--- config.mk ---
export PLATFORM = sky130hd
export DESIGN_NAME = axil_cmd_queue
export DESIGN_NICKNAME = d
export VERILOG_FILES = /design/src/rtl/axil_cmd_queue.sv
export SDC_FILE = /design/constraint.sdc
export NUM_CORES = 1
export LEC_CHECK = 0
export ABC_CLOCK_PERIOD_IN_PS = 9300
export BUFFER_PORTS_ARGS = -buffer_cell sky130_fd_sc_hd__clkbuf_2
export CAP_MARGIN = 20
export CORE_ASPECT_RATIO = 1.2
export CORE_MARGIN = 8
export CORE_UTILIZATION = 35
export DETAILED_ROUTE_END_ITERATION = 12
export MAX_ROUTING_LAYER = met4
export PLACE_DENSITY_LB_ADDON = 0.12
export SETUP_SLACK_MARGIN = 0.4
export SLEW_MARGIN = 0
export SYNTH_ARGS = -nofsm -noshare
export SYNTH_HDL_FRONTEND = slang
export SYNTH_SLANG_ARGS = --single-unit
--- constraint.sdc ---
create_clock -name ACLK -period 9.3 [get_ports ACLK]
set_input_delay 0.465 -clock ACLK [delete_from_list [all_inputs] [get_ports ACLK]]
set_output_delay 0.465 -clock ACLK [all_outputs]
set_load 0.005 [all_outputs]
--- src/rtl/axil_cmd_queue.sv ---
// axil_cmd_queue: AXI4-Lite register file that stages an NREG-word descriptor and
// queues committed descriptors in a DEPTH-entry FIFO toward an engine config stream.
// Writing word 0 (CMD) commits the staged descriptor. STATUS and BUSYCNT sit after it.
// Optional feature macro: CMDQ_IRQ_EN adds the pop-completion interrupt (CMDQ_IRQ port
// and STATUS[15]). Without it the port is absent and STATUS[15] reads 0.
module axil_cmd_queue #(
    parameter int unsigned NREG      = 4,
    parameter int unsigned W         = 32,
    parameter int unsigned DEPTH     = 4,
    parameter logic [31:0] BASE_ADDR = 32'h7000_0000
) (
    input  logic                ACLK,
    input  logic                ARESETN,
    input  logic [31:0]         S_AXI_AWADDR,
    input  logic                S_AXI_AWVALID,
    output logic                S_AXI_AWREADY,
    input  logic [W-1:0]        S_AXI_WDATA,
    input  logic [W/8-1:0]      S_AXI_WSTRB,
    input  logic                S_AXI_WVALID,
    output logic                S_AXI_WREADY,
    output logic [1:0]          S_AXI_BRESP,
    output logic                S_AXI_BVALID,
    input  logic                S_AXI_BREADY,
    input  logic [31:0]         S_AXI_ARADDR,
    input  logic                S_AXI_ARVALID,
    output logic                S_AXI_ARREADY,
    output logic [W-1:0]        S_AXI_RDATA,
    output logic [1:0]          S_AXI_RRESP,
    output logic                S_AXI_RVALID,
    input  logic                S_AXI_RREADY,
    output logic                CONFIG_VALID,
    input  logic                CONFIG_READY,
    output logic [NREG*W-1:0]   CONFIG_DATA
`ifdef CMDQ_IRQ_EN
    ,
    output logic                CMDQ_IRQ
`endif
);

    localparam int unsigned PW = $clog2(DEPTH);
    localparam int unsigned CW = PW + 1;
    localparam int unsigned NB = W / 8;

    localparam logic [1:0] W_IDLE = 2'd0;
    localparam logic [1:0] W_DATA = 2'd1;
    localparam logic [1:0] W_RESP = 2'd2;

    localparam logic R_IDLE = 1'b0;
    localparam logic R_DATA = 1'b1;

    localparam logic [1:0] RESP_OKAY   = 2'b00;
    localparam logic [1:0] RESP_SLVERR = 2'b10;

    // write channel
    logic [1:0]     w_state, w_state_nxt;
    logic           aw_ready_nxt, w_ready_nxt, b_valid_nxt;
    logic [1:0]     b_resp_nxt;
    logic           aw_take, w_beat;
    logic           w_hit_q;
    logic [3:0]     w_idx_q;
    logic           wr_err;

    // read channel
    logic           r_state, r_state_nxt;
    logic           ar_ready_nxt, r_valid_nxt;
    logic           ar_take;
    logic           r_hit;
    logic [3:0]     r_idx;
    logic [W-1:0]   rd_word;
    logic           rd_err;

    // register file and queue
    logic [W-1:0]       stage_q   [NREG];
    logic [W-1:0]       stage_nxt [NREG];
    logic [NREG*W-1:0]  push_data;
    logic [NREG*W-1:0]  mem_q     [DEPTH];
    logic [NREG*W-1:0]  head_nxt;
    logic [PW-1:0]      wr_ptr_q, rd_ptr_q, rd_ptr_inc;
    logic [CW-1:0]      count_q, count_nxt;
    logic               full, empty;
    logic               cmd_beat, push, pop, ovf_evt;
    logic               status_wr, busy_clr;
    logic               ovf_q;
    logic               irq_q;
    logic [W-1:0]       busy_q;
    logic [W-1:0]       status_word;

    // address LSBs are not part of the word decode
    logic unused_addr_lsb;
    assign unused_addr_lsb = &{1'b0, S_AXI_AWADDR[1:0], S_AXI_ARADDR[1:0]};

    assign full     = (count_q == CW'(DEPTH));
    assign empty    = (count_q == '0);
    assign pop      = CONFIG_VALID && CONFIG_READY;
    assign cmd_beat = w_beat && w_hit_q && (w_idx_q == 4'd0);
    assign ovf_evt  = cmd_beat && full && !pop;
    assign push     = cmd_beat && (!full || pop);
    assign status_wr = w_beat && w_hit_q && (w_idx_q == 4'(NREG)) && S_AXI_WSTRB[1];
    assign busy_clr  = w_beat && w_hit_q && (w_idx_q == 4'(NREG + 1));
    assign wr_err    = !w_hit_q || (32'(w_idx_q) >= NREG + 2) || ovf_evt;
    assign rd_ptr_inc = rd_ptr_q + PW'(1);

    assign status_word = W'({16'b0, irq_q, ovf_q, full, empty, 7'b0, 5'(count_q)});

    // Write FSM: next state and next values of the registered handshake outputs
    always_comb begin
        w_state_nxt  = w_state;
        aw_ready_nxt = S_AXI_AWREADY;
        w_ready_nxt  = S_AXI_WREADY;
        b_valid_nxt  = S_AXI_BVALID;
        b_resp_nxt   = S_AXI_BRESP;
        aw_take      = 1'b0;
        w_beat       = 1'b0;
        case (w_state)
            W_IDLE: begin
                if (S_AXI_AWVALID) begin
                    aw_take      = 1'b1;
                    w_state_nxt  = W_DATA;
                    aw_ready_nxt = 1'b0;
                    w_ready_nxt  = 1'b1;
                end
            end
            W_DATA: begin
                if (S_AXI_WVALID) begin
                    w_beat      = 1'b1;
                    w_state_nxt = W_RESP;
                    w_ready_nxt = 1'b0;
                    b_valid_nxt = 1'b1;
                    b_resp_nxt  = wr_err ? RESP_SLVERR : RESP_OKAY;
                end
            end
            W_RESP: begin
                if (S_AXI_BREADY) begin
                    w_state_nxt  = W_IDLE;
                    b_valid_nxt  = 1'b0;
                    aw_ready_nxt = 1'b1;
                end
            end
            default: begin
                w_state_nxt  = W_IDLE;
                aw_ready_nxt = 1'b1;
                w_ready_nxt  = 1'b0;
                b_valid_nxt  = 1'b0;
            end
        endcase
    end

    // Write FSM state, handshake outputs and latched address decode
    always_ff @(posedge ACLK or negedge ARESETN) begin
        if (!ARESETN) begin
            w_state       <= W_IDLE;
            S_AXI_AWREADY <= 1'b1;
            S_AXI_WREADY  <= 1'b0;
            S_AXI_BVALID  <= 1'b0;
            S_AXI_BRESP   <= RESP_OKAY;
            w_hit_q       <= 1'b0;
            w_idx_q       <= 4'd0;
        end else begin
            w_state       <= w_state_nxt;
            S_AXI_AWREADY <= aw_ready_nxt;
            S_AXI_WREADY  <= w_ready_nxt;
            S_AXI_BVALID  <= b_valid_nxt;
            S_AXI_BRESP   <= b_resp_nxt;
            if (aw_take) begin
                w_hit_q <= (S_AXI_AWADDR[31:6] == BASE_ADDR[31:6]);
                w_idx_q <= S_AXI_AWADDR[5:2];
            end
        end
    end

    // Staging words after this cycle's strobed write; the commit snapshot uses these
    always_comb begin
        push_data = '0;
        for (int i = 0; i < NREG; i++) begin
            stage_nxt[i] = stage_q[i];
            if (w_beat && w_hit_q && (w_idx_q == 4'(i))) begin
                for (int b = 0; b < NB; b++) begin
                    if (S_AXI_WSTRB[b]) begin
                        stage_nxt[i][b*8 +: 8] = S_AXI_WDATA[b*8 +: 8];
                    end
                end
            end
            push_data[i*W +: W] = stage_nxt[i];
        end
    end

    // Staging register file
    always_ff @(posedge ACLK or negedge ARESETN) begin
        if (!ARESETN) begin
            for (int i = 0; i < NREG; i++) begin
                stage_q[i] <= '0;
            end
        end else begin
            for (int i = 0; i < NREG; i++) begin
                stage_q[i] <= stage_nxt[i];
            end
        end
    end

    // Queue storage; contents only matter between the pointers, so no reset
    always_ff @(posedge ACLK) begin
        if (push) begin
            mem_q[wr_ptr_q] <= push_data;
        end
    end

    // Next occupancy and next head, covering push into an empty or draining queue
    always_comb begin
        count_nxt = count_q;
        if (push && !pop) begin
            count_nxt = count_q + CW'(1);
        end else if (pop && !push) begin
            count_nxt = count_q - CW'(1);
        end
        head_nxt = CONFIG_DATA;
        if (pop) begin
            if (count_q != CW'(1)) begin
                head_nxt = mem_q[rd_ptr_inc];
            end else if (push) begin
                head_nxt = push_data;
            end
        end else if (push && empty) begin
            head_nxt = push_data;
        end
    end

    // Queue pointers, occupancy and registered head
    always_ff @(posedge ACLK or negedge ARESETN) begin
        if (!ARESETN) begin
            wr_ptr_q     <= '0;
            rd_ptr_q     <= '0;
            count_q      <= '0;
            CONFIG_VALID <= 1'b0;
            CONFIG_DATA  <= '0;
        end else begin
            if (push) begin
                wr_ptr_q <= wr_ptr_q + PW'(1);
            end
            if (pop) begin
                rd_ptr_q <= rd_ptr_inc;
            end
            count_q      <= count_nxt;
            CONFIG_VALID <= (count_nxt != '0);
            CONFIG_DATA  <= head_nxt;
        end
    end

    // Overflow flag: set by a rejected commit, cleared by W1C
    always_ff @(posedge ACLK or negedge ARESETN) begin
        if (!ARESETN) begin
            ovf_q <= 1'b0;
        end else if (ovf_evt) begin
            ovf_q <= 1'b1;
        end else if (status_wr && S_AXI_WDATA[14]) begin
            ovf_q <= 1'b0;
        end
    end

    // Busy-cycle counter: software write clears and wins over the increment
    always_ff @(posedge ACLK or negedge ARESETN) begin
        if (!ARESETN) begin
            busy_q <= '0;
        end else if (busy_clr) begin
            busy_q <= '0;
        end else if (CONFIG_VALID && (busy_q != '1)) begin
            busy_q <= busy_q + W'(1);
        end
    end

`ifdef CMDQ_IRQ_EN
    logic irq_clr;
    assign irq_clr  = status_wr && S_AXI_WDATA[15];
    assign CMDQ_IRQ = irq_q;

    // Pop-completion flag: a pop on the same edge as the W1C keeps it set
    always_ff @(posedge ACLK or negedge ARESETN) begin
        if (!ARESETN) begin
            irq_q <= 1'b0;
        end else if (pop) begin
            irq_q <= 1'b1;
        end else if (irq_clr) begin
            irq_q <= 1'b0;
        end
    end
`else
    assign irq_q = 1'b0;
`endif

    // Read address decode into the word returned on RDATA
    always_comb begin
        r_hit   = (S_AXI_ARADDR[31:6] == BASE_ADDR[31:6]);
        r_idx   = S_AXI_ARADDR[5:2];
        rd_word = '0;
        rd_err  = 1'b1;
        if (r_hit) begin
            for (int i = 0; i < NREG; i++) begin
                if (r_idx == 4'(i)) begin
                    rd_word = stage_q[i];
                    rd_err  = 1'b0;
                end
            end
            if (r_idx == 4'(NREG)) begin
                rd_word = status_word;
                rd_err  = 1'b0;
            end
            if (r_idx == 4'(NREG + 1)) begin
                rd_word = busy_q;
                rd_err  = 1'b0;
            end
        end
    end

    // Read FSM: next state and next values of the registered handshake outputs
    always_comb begin
        r_state_nxt  = r_state;
        ar_ready_nxt = S_AXI_ARREADY;
        r_valid_nxt  = S_AXI_RVALID;
        ar_take      = 1'b0;
        case (r_state)
            R_IDLE: begin
                if (S_AXI_ARVALID) begin
                    ar_take      = 1'b1;
                    r_state_nxt  = R_DATA;
                    ar_ready_nxt = 1'b0;
                    r_valid_nxt  = 1'b1;
                end
            end
            default: begin
                if (S_AXI_RREADY) begin
                    r_state_nxt  = R_IDLE;
                    ar_ready_nxt = 1'b1;
                    r_valid_nxt  = 1'b0;
                end
            end
        endcase
    end

    // Read FSM state and registered read response
    always_ff @(posedge ACLK or negedge ARESETN) begin
        if (!ARESETN) begin
            r_state       <= R_IDLE;
            S_AXI_ARREADY <= 1'b1;
            S_AXI_RVALID  <= 1'b0;
            S_AXI_RDATA   <= '0;
            S_AXI_RRESP   <= RESP_OKAY;
        end else begin
            r_state       <= r_state_nxt;
            S_AXI_ARREADY <= ar_ready_nxt;
            S_AXI_RVALID  <= r_valid_nxt;
            if (ar_take) begin
                S_AXI_RDATA <= rd_word;
                S_AXI_RRESP <= rd_err ? RESP_SLVERR : RESP_OKAY;
            end
        end
    end

endmodule

**After elaboration in Yosys (flattened, before gate mapping)**

Memory sizes are Yosys's and may differ from the RTL's.
Index checks and enable logic that the tools add are counted.

- Logic and storage cells: 170
- Register bits after elaboration: 346
- Memories: 1
- Bits in writable memories: 512
- Input bits: 108
- Output and inout bits: 170

Memory list:

| name | depth | bits a word | rd ports | clocked after Yosys merged registers in | wr ports | RTL line | RTL |
|---|---|---|---|---|---|---|---|
| mem_q | 4 | 128 | 1 | 0 | 1 | 76 | `logic [NREG*W-1:0] mem_q [DEPTH];` |

- Bitwise operators: 3
- Reductions and logical operators: 40
- Mux-type cells: 75
- Add/subtract/negate cells: 5
- Equal/unequal tests: 22
- $lt $le $gt $ge: 1

Operators by type and width:

| cell | count |
|---|---|
| $mux 128 | 4 |
| $mux 32 | 13 |
| $mux 8 | 16 |
| $eq 26x25->1 const B | 2 |
| $add 32x1->32 const B | 1 |
| $ne 32x32->1 const B | 1 |
| $mux 1 | 31 |
| $logic_and 1x1->1 | 17 |
| $eq 4x2->1 const B | 4 |
| $eq 4x3->1 const B | 4 |
| $reduce_and 3->1 | 4 |
| $mux 2 | 5 |
| $pmux 1 s3 | 3 |
| $eq 4x1->1 const B | 2 |
| $logic_not 4->1 | 2 |
| $ne 2x2->1 const B | 4 |
| $reduce_bool 2->1 | 4 |
| $mux 3 | 2 |
| $pmux 2 s3 | 1 |
| $reduce_and 2->1 | 3 |
| $add 2x1->2 const B | 2 |
| $ge 4x3->1 const B | 1 |
| $logic_not 1->1 | 4 |
| $add 3x1->3 const B | 1 |
| 11 further kinds | 15 |

**Depth between registers and ports, before layout**

Gate-level depths: netlist of the first run.

- Word-level depth: 10
- Mapped depth: 9
- Depth with buffers taken out: 7

**Least setup slack after synthesis of the first run**

No wires, ideal clock.

- Kind: reg2reg
- Start: register w_state[1]
- End: memory mem_q[0][0] (netlist bit) (enable)
- Stages on the path, launching flop included: 6
- Slack: 4.417 ns
- Arrival time: 4.380 ns
- Data required time: 8.798 ns
- Path buffers: 1
- Period minus slack after synthesis: 4.883 ns
- Library setup time: 0.502 ns
- Cells stage by stage: dfrtp_1 clkbuf_1 nor4bb_1 nand2_1 nor2_1 and2_1

- Longest elaborated chain between the ends: 7

Ends and longest elaborated chain:

| what | RTL line | RTL |
|---|---|---|
| start, declared | 55 | `logic [1:0] w_state, w_state_nxt;` |
| start signal, assigned | 159 | `w_state <= w_state_nxt;` |
| $eq 2x1->1 | 114 | `case (w_state)` |
| $mux 1 | 114 |  |
| $logic_and 1x1->1 (2 in a row) | 95 | `assign cmd_beat = w_beat && w_hit_q && (w_idx_q == 4'd0);` |
| $logic_and 1x1->1 | 97 | `assign push = cmd_beat && (!full \|\| pop);` |
| $mux 1 | 202 | `if (push) begin` |
| $mux 1 (not written as such) | 203 | `mem_q[wr_ptr_q] <= push_data;` |
| end, declared | 76 |  |

Every way passes these cells.

**Worst setup path after layout of the first run**

- Start: register w_state[1]
- End: memory mem_q[1][55] (netlist bit) (enable)

Same word-level chain as after synthesis.

==> impl_metrics.env, run 1 <==
export IMPL_synth_most_common_cell="sky130_fd_sc_hd__edfxtp_1"
export IMPL_switching_portion_of_total_power_pct=30.2
export IMPL_grt_setup_unrepaired="no"
export IMPL_hold_violations=0
export IMPL_firstDrtPassIters=7
export IMPL_synth_largest_area_cell="sky130_fd_sc_hd__edfxtp_1"
export IMPL_synth_area_mux_share_pct=13.9
export IMPL_post_route_period_util_pct=40.7
export IMPL_worstHoldPathType="input port to register"
export IMPL_vdd_ir_drop_max_v=0.000165
export IMPL_tritoncts_num_buffers=89
export IMPL_synthSimpleGateAreaFrac_pct=4.67
export IMPL_tightest_slew_ns=1.11
export IMPL_fraction_of_layout_instances_using_a_drive_strength_above_1_pct=33.4
export IMPL_detail_route_antenna_nets=0
export IMPL_async_flop_share_pct=40.2
export IMPL_netlist_top_cells_area="sky130_fd_sc_hd__edfxtp_1 (45%), sky130_fd_sc_hd__dfrtp_1 (25%), sky130_fd_sc_hd__mux4_2 (8.4%)"
export IMPL_row_count=125
export IMPL_num_clock_sinks=856
export IMPL_crit_type="register to register"
export IMPL_synth_edf_count=512
export IMPL_crit_required_ns=9.58
export IMPL_post_synth_top_area_fraction_pct=45.0
export IMPL_crit_path_max_fanout=47
export IMPL_clock_latency_ns=0.66
export IMPL_ys_ff_latch=856
export IMPL_drt_drc_violations_left=0
export IMPL_timing_reg2reg_setup_slack_ns=5.52
export IMPL_detail_route_iter0_violations=1511
export IMPL_die_width_um=301
export IMPL_dieArea_um2=108000
export IMPL_first_global_vias=21300
export IMPL_place_port_buffers=271
export IMPL_cp_start_kind="register"
export IMPL_avgSynthCellArea_um2=16.3
export IMPL_run_status="completed"
export IMPL_detail_route_vias_per_cell=5.48
export IMPL_cts_htree_levels=3
export IMPL_power_leakage_nw=16.5
export IMPL_worst_setup_path_end_kind="register"
export IMPL_gr_total_overflow=0
export IMPL_power_clock_fraction_pct=34.1
export IMPL_grt_pass1_wl_um=153000
export IMPL_power_switching_mw=3.18
export IMPL_gp_routability_congestion=0.814
export IMPL_synth_cells=2097
export IMPL_layout_area_overhead_vs_synth_pct=17.1
export IMPL_clk_pin_slew_ns=0.06
export IMPL_dominant_combinational_cell_family_by_area_after_synthesis="multiplexers"
export IMPL_tritoncts="yes"
export IMPL_cts_repair_timing_setup_buffer_count=0
export IMPL_design_core_area_um2=96800
export IMPL_synth_yosys_warnings=0
export IMPL_regToRegStartpoint="w_state[1]"
export IMPL_detail_route_wirelength_um=106000
export IMPL_timing_final_crit_period_ns=3.78
export IMPL_final_total_negative_setup_slack_ns=0
export IMPL_slew_violations=0
export IMPL_final_net_count=2491
export IMPL_die_h_um=358
export IMPL_setup_violations_final=0
export IMPL_final_util_pct=41.3
export IMPL_crit_path_start="w_state[1]"
export IMPL_antenna_found_initial=9
export IMPL_internal_power_mw=7.34
export IMPL_top_post_synthesis_cells_by_count="sky130_fd_sc_hd__edfxtp_1 (512), sky130_fd_sc_hd__dfrtp_1 (342), sky130_fd_sc_hd__a21oi_1 (187), sky130_fd_sc_hd__mux2_2 (161), sky130_fd_sc_hd__nand2_1 (135)"
export IMPL_holdCritStartpoint="S_AXI_ARVALID"
export IMPL_synth_compound_area_share_pct=8.96
export IMPL_routedWlPerCell_um=28.4
export IMPL_syn_area_um2=34100
export IMPL_synth_adder_area_share_pct=0.330
export IMPL_num_vias=20400
export IMPL_fmaxAchievable_mhz=264
export IMPL_synth_sequential_area_ratio_pct=70.3
export IMPL_grt_util_all_layers_pct=19.9
export IMPL_cts_resized=0
export IMPL_synth_distinct_cells=64
export IMPL_post_synth_xor_area_fraction_pct=0.231
export IMPL_grt_start_max_net_pins=129
export IMPL_finalClockSkew_ns=0.0322
export IMPL_power_per_cell_area_nw_per_um2=263
export IMPL_detailed_place_hpwl_um=66100
export IMPL_cts_root_buf="sky130_fd_sc_hd__clkbuf_16"
export IMPL_worst_ep_arrival_time_ns=4.06
export IMPL_floorplan_initialDensity_pct=35.3
export IMPL_seq_power_share_pct=45.7
export IMPL_io_pins=278
export IMPL_maxCapViolCount=0
export IMPL_cts_root_to_sink_buffers=3
export IMPL_leading_register_cell_type_out_of_synthesis="sky130_fd_sc_hd__edfxtp_1"
export IMPL_max_slew_margin_rel_pct=26.0
export IMPL_combinational_power_share_pct=20.2
-- logic make-up after synthesis --
| kind of cell | count (synthesis) |
|---|---|
| AND/OR/NAND/NOR | 336 |
| adder cells (fa/ha/maj) | 9 |
| XOR/XNOR | 9 |
| buffers and inverters | 144 |
| other | 1 |
| AO/OA/AOI/OAI | 449 |
| multiplexers | 293 |
| flip-flops | 856 |
-- worst max-delay path, stage by stage (launching register included) --
cell and delay [ns]:
sky130_fd_sc_hd__dfrtp_1 0.49, sky130_fd_sc_hd__nor4bb_2 0.35, sky130_fd_sc_hd__buf_4 0.26, sky130_fd_sc_hd__nand2_1 0.15, sky130_fd_sc_hd__nor2_1 0.48, sky130_fd_sc_hd__and2_4 0.74, sky130_fd_sc_hd__buf_4 0.78
-- layer usage --
layer / GRT usage [%] / vias up / share of wire (%)
met4: 6.16 / 0 / 3.0
met1: 25.0 / 10900 / 42
met5: - / - / 0
li1: - / 8802 / -
met3: 3.23 / 142 / 4.7
met2: 33.0 / 548 / 51
-- layout make-up --
class / instances / area (um2)
repair buffers: 312 / 1710
flip-flops and latches: 856 / 24000
well taps: 1270 / 1590
fillers: 8866 / 56800
inverters: 17 / 63.8
clock buffers: 119 / 2460
multi-input cells: 1098 / 9670
diodes: 6 / 15.0
clock inverters: 48 / 459
-- worst paths after layout --
kind                                         end  depth (start not counted)
worst max-delay path                mem_q[1][55]                          6
worst min-delay path               S_AXI_ARREADY                          2
worst max register to register      mem_q[1][55]                          6
worst min register to register     S_AXI_ARREADY                          2
max in group asynchronous             w_idx_q[2]                          3
min in group asynchronous       CONFIG_DATA[103]                          2
-- cells in the final DEF, fill, tap and decap left out, types with 6 or more instances in the layout --
cell / Yosys / final
sky130_fd_sc_hd__nor4_1: 10 / 9
sky130_fd_sc_hd__nand4_1: 10 / 10
sky130_fd_sc_hd__a22oi_1: 23 / 23
sky130_fd_sc_hd__clkbuf_2: 1 / 270
sky130_fd_sc_hd__xnor2_1: 6 / 6
sky130_fd_sc_hd__a31o_2: 55 / 55
sky130_fd_sc_hd__clkinv_1: 0 / 13
sky130_fd_sc_hd__dfrtp_1: 342 / 340
sky130_fd_sc_hd__nand2_1: 135 / 135
sky130_fd_sc_hd__buf_4: 3 / 36
sky130_fd_sc_hd__a31o_1: 9 / 9
sky130_fd_sc_hd__clkbuf_8: 0 / 10
sky130_fd_sc_hd__a21oi_1: 187 / 186
sky130_fd_sc_hd__nor2_1: 84 / 83
sky130_fd_sc_hd__nand3_1: 22 / 22
sky130_fd_sc_hd__bufinv_16: 0 / 7
sky130_fd_sc_hd__clkinv_2: 0 / 19
sky130_fd_sc_hd__inv_1: 17 / 17
sky130_fd_sc_hd__mux2_2: 161 / 161
sky130_fd_sc_hd__clkbuf_1: 111 / 19
sky130_fd_sc_hd__ha_1: 9 / 9
sky130_fd_sc_hd__mux4_2: 128 / 128
sky130_fd_sc_hd__a22o_1: 76 / 76
sky130_fd_sc_hd__or3_1: 22 / 22
sky130_fd_sc_hd__edfxtp_1: 512 / 512
sky130_fd_sc_hd__a221o_1: 21 / 21
sky130_fd_sc_hd__diode_2: 0 / 6
sky130_fd_sc_hd__clkbuf_16: 0 / 90
sky130_fd_sc_hd__o21ai_0: 37 / 36
sky130_fd_sc_hd__o31ai_1: 9 / 9
-- flip-flops by register name (all words and copies together), names as in the netlist, 2 cells and up --
name	flops
w_state	2
count_q	3
wr_ptr_q	2
rd_ptr_q	2
busy_q	32
stage_q	128
w_idx_q	4
CONFIG_DATA	128
S_AXI_RDATA	32
mem_q	512
-- stage by stage --
| step | cells | hold slack, ns | area [um2] | setup WS [ns] | total power, mW |
|---|---|---|---|---|---|
| 3_5_place_dp | 3549 | 0.482 | 37000 | 5.37 | 7.08 |
| 6_report | 3726 | 0.0575 | 40000 | 5.52 | 10.5 |
| 2_1_floorplan | 2098 | 0.169 | 34100 | 4.42 | 6.00 |
| 3_3_place_gp | 3548 | 0.465 | 37000 | 5.39 | 7.05 |
| 5_1_grt | 3726 | 0.0291 | 40000 | 5.20 | 11.0 |
| 4_1_cts | 3719 | 0.00720 | 39900 | 5.42 | 10.7 |
-- power groups by stage --
| stage | clock [mW] | sequential (mW) | combinational (mW) |
|---|---|---|---|
| after floorplan | 0 | 4.66 | 1.34 |
| final | 3.59 | 4.80 | 2.13 |
| after CTS | 3.68 | 4.83 | 2.19 |
| after global placement | 0 | 4.89 | 2.16 |
| after global routing | 3.83 | 4.86 | 2.33 |
| after detailed placement | 0 | 4.90 | 2.18 |
-- what timing repair did --
action	CTS	global route
hold endpoints to repair	93	0
endpoints found under the setup margin	0	0
hold buffers	3	0
(Power assumes the default switching activity.)
==> inputs of run 2 (changes only) <==
ABC_CLOCK_PERIOD_IN_PS = 3600   (was 9300)
clock period = 3.6 ns   (was 9.3 ns; I/O delays follow)
==> run 2 against run 1 <==
  * Die area did not move
  * Sequential power rose to 2.5 times the previous value
  * Worst setup slack got worse by 4.8 ns
  * Core utilization rose by 0.96 points
  * Register-to-register slack got worse by 4.8 ns
  * Critical endpoint is now mem_q[3][24]
==> impl_metrics.env, run 2 (synthesis gave the netlist of run 1 again) <==
export IMPL_cts_resized=0
export IMPL_crit_chain="nor4bb_2 -> nand2_1 -> nor2_1 -> and2_4 -> buf_12"
export IMPL_crit_path_max_fanout=46
export IMPL_worstHoldPathType="input port to register"
export IMPL_run_status="completed"
export IMPL_grt_pass1_wl_um=152000
export IMPL_grt_setup_unrepaired="no"
export IMPL_worst_path_dominant_cell_family="simple AND/OR/NAND/NOR gates"
export IMPL_flip_flop_count_of_the_largest_register_all_copies_and_words_added=512
export IMPL_final_design_area_no_fill_um2=40900
export IMPL_area_of_the_multi_input_gates_um2=9670
export IMPL_slew_violations=0
export IMPL_holdPathEnd="stage_q[90]"
export IMPL_fmaxAchievable_mhz=344
export IMPL_crit_required_ns=3.89
export IMPL_final_net_count=2545
export IMPL_regToRegEndpoint="mem_q[3][24]"
export IMPL_ff2ff_path_depth=5
export IMPL_layout_area_overhead_vs_synth_pct=19.8
export IMPL_tritoncts_num_buffers=91
export IMPL_clock_latency_ns=0.65
export IMPL_dieArea_um2=108000
export IMPL_io_pins=278
export IMPL_timing_reg2reg_setup_slack_ns=0.69
export IMPL_dp_worst_setup_slack_ns=0.633
export IMPL_cts_root_buf="sky130_fd_sc_hd__clkbuf_16"
export IMPL_design_power_total_mw=27.6
export IMPL_detail_route_vias_per_cell=5.43
export IMPL_post_route_hold_slack_ns=0.0390
export IMPL_setup_violations_final=0
export IMPL_design_core_area_um2=96800
export IMPL_power_per_cell_area_nw_per_um2=675
export IMPL_placed_area_um2=37400
export IMPL_cts_htree_levels=3
export IMPL_post_route_worst_setup_slack_ns=0.691
export IMPL_routedWlPerCell_um=27.6
export IMPL_clk_pin_slew_ns=0.06
export IMPL_tightest_slew_ns=1.02
export IMPL_hold_violations=0
export IMPL_first_global_vias=21500
export IMPL_finalClockSkew_ns=0.0348
export IMPL_detail_route_antenna_nets=0
export IMPL_final_total_negative_setup_slack_ns=0
export IMPL_drt_drc_violations_left=0
export IMPL_die_h_um=358
export IMPL_row_count=125
export IMPL_critical_path_n_buffers_inverters=1
export IMPL_detail_route_iter0_violations=1507
export IMPL_vdd_ir_drop_max_v=0.000507
export IMPL_tritoncts="yes"
export IMPL_cp_start_kind="register"
export IMPL_firstDrtPassIters=5
export IMPL_filler_cell_count=8770
export IMPL_worst_setup_path_end_kind="register"
export IMPL_timing_final_crit_period_ns=2.91
export IMPL_hold_path_cell_count=2
export IMPL_layout_top_registers="mem_q: 512 flops, CONFIG_DATA: 128 flops, stage_q: 128 flops"
export IMPL_floorplan_initialDensity_pct=35.3
export IMPL_crit_path_start="w_state[1]"
export IMPL_antenna_found_initial=7
export IMPL_regToRegStartpoint="w_state[1]"
export IMPL_max_slew_margin_rel_pct=32.0
export IMPL_detail_route_wirelength_um=104000
export IMPL_holdCritStartpoint="S_AXI_WDATA[26]"
export IMPL_maxCapViolCount=0
export IMPL_power_leakage_nw=16.8
export IMPL_cts_hold_repair_buffers=40
export IMPL_layout_common_cells="sky130_fd_sc_hd__edfxtp_1 (512), sky130_fd_sc_hd__dfrtp_1 (340), sky130_fd_sc_hd__clkbuf_2 (270)"
export IMPL_grt_util_all_layers_pct=19.6
export IMPL_cts_repair_timing_setup_buffer_count=0
export IMPL_detailed_place_hpwl_um=66100
export IMPL_grt_start_max_net_pins=129
export IMPL_gr_total_overflow=0
export IMPL_registers_top_by_ff_count="mem_q"
export IMPL_worst_ep_arrival_time_ns=3.20
export IMPL_fraction_of_layout_instances_using_a_drive_strength_above_1_pct=33.3
export IMPL_num_vias=20500
export IMPL_mostFrequentLayoutCell="sky130_fd_sc_hd__edfxtp_1"
export IMPL_ff_latch_area_um2=24000
export IMPL_post_route_period_util_pct=80.8
export IMPL_crit_type="register to register"
export IMPL_die_width_um=301
export IMPL_num_clock_sinks=856
export IMPL_cts_root_to_sink_buffers=3
export IMPL_critical_path_max_stage_delay_ns=0.49
export IMPL_place_port_buffers=271
export IMPL_cp_slowest_cell="sky130_fd_sc_hd__dfrtp_1"
export IMPL_gp_routability_congestion=0.841
[run 2: changes by cell type in the layout (fill, tap and decap cells not counted), sizes merged, moves of 3 or more]
cell,change
bufinv,+3
clkinv,-5
dlygate4sd3,+37
inv,-5
buf,+15
clkbuf,+9
[run 2: cell type report]
cell class	count	share of cell area [%]
diodes	8	0.0490
clock buffers	128	6.28
clock inverters	41	1.15
inverters	17	0.156
multi-input cells	1098	23.6
flip-flops and latches	856	58.7
well taps	1270	3.89
repair buffers	364	6.15
[run 2: worst reg2reg max path: stages (launching register included)]
cell and delay [ns]:
sky130_fd_sc_hd__dfrtp_1 0.49, sky130_fd_sc_hd__nor4bb_2 0.42, sky130_fd_sc_hd__nand2_1 0.28, sky130_fd_sc_hd__nor2_1 0.47, sky130_fd_sc_hd__and2_4 0.49, sky130_fd_sc_hd__buf_12 0.36
[run 2: report_power, final]
part	internal (mW)	switching (mW)
Combinational	2.50	3.29
Sequential	11.3	0.983
Clock	5.69	3.86
[run 2: through the flow]
step	utilization (%)	instances
global placement	38.7	3565
floorplan	-	2098
finish	42.2	3782
CTS	42.2	3774
global route	42.2	3781
detailed placement	38.7	3565
[run 2: worst max path at each step]
stage	cells past startpoint	to	slack, ns
6_report	5	mem_q[3][24]	0.69
5_1_grt	5	mem_q[3][20]	0.52
4_1_cts	5	mem_q[3][14]	0.62
3_5_place_dp	5	mem_q[3][42]	0.63
3_3_place_gp	5	mem_q[3][42]	0.67
2_1_floorplan	5	mem_q[0][0]	0.13
[run 2: routing by layer]
layer | GRT usage (%) | part of all wire, % | vias up | wire (um)
li1 | - | - | 8908 | -
met1 | 24.7 | 42 | 10900 | 43500
met2 | 32.3 | 50 | 600 | 52200
met3 | 2.85 | 4.7 | 147 | 4870
met4 | 7.39 | 3.6 | 0 | 3790
met5 | - | 0 | - | 0
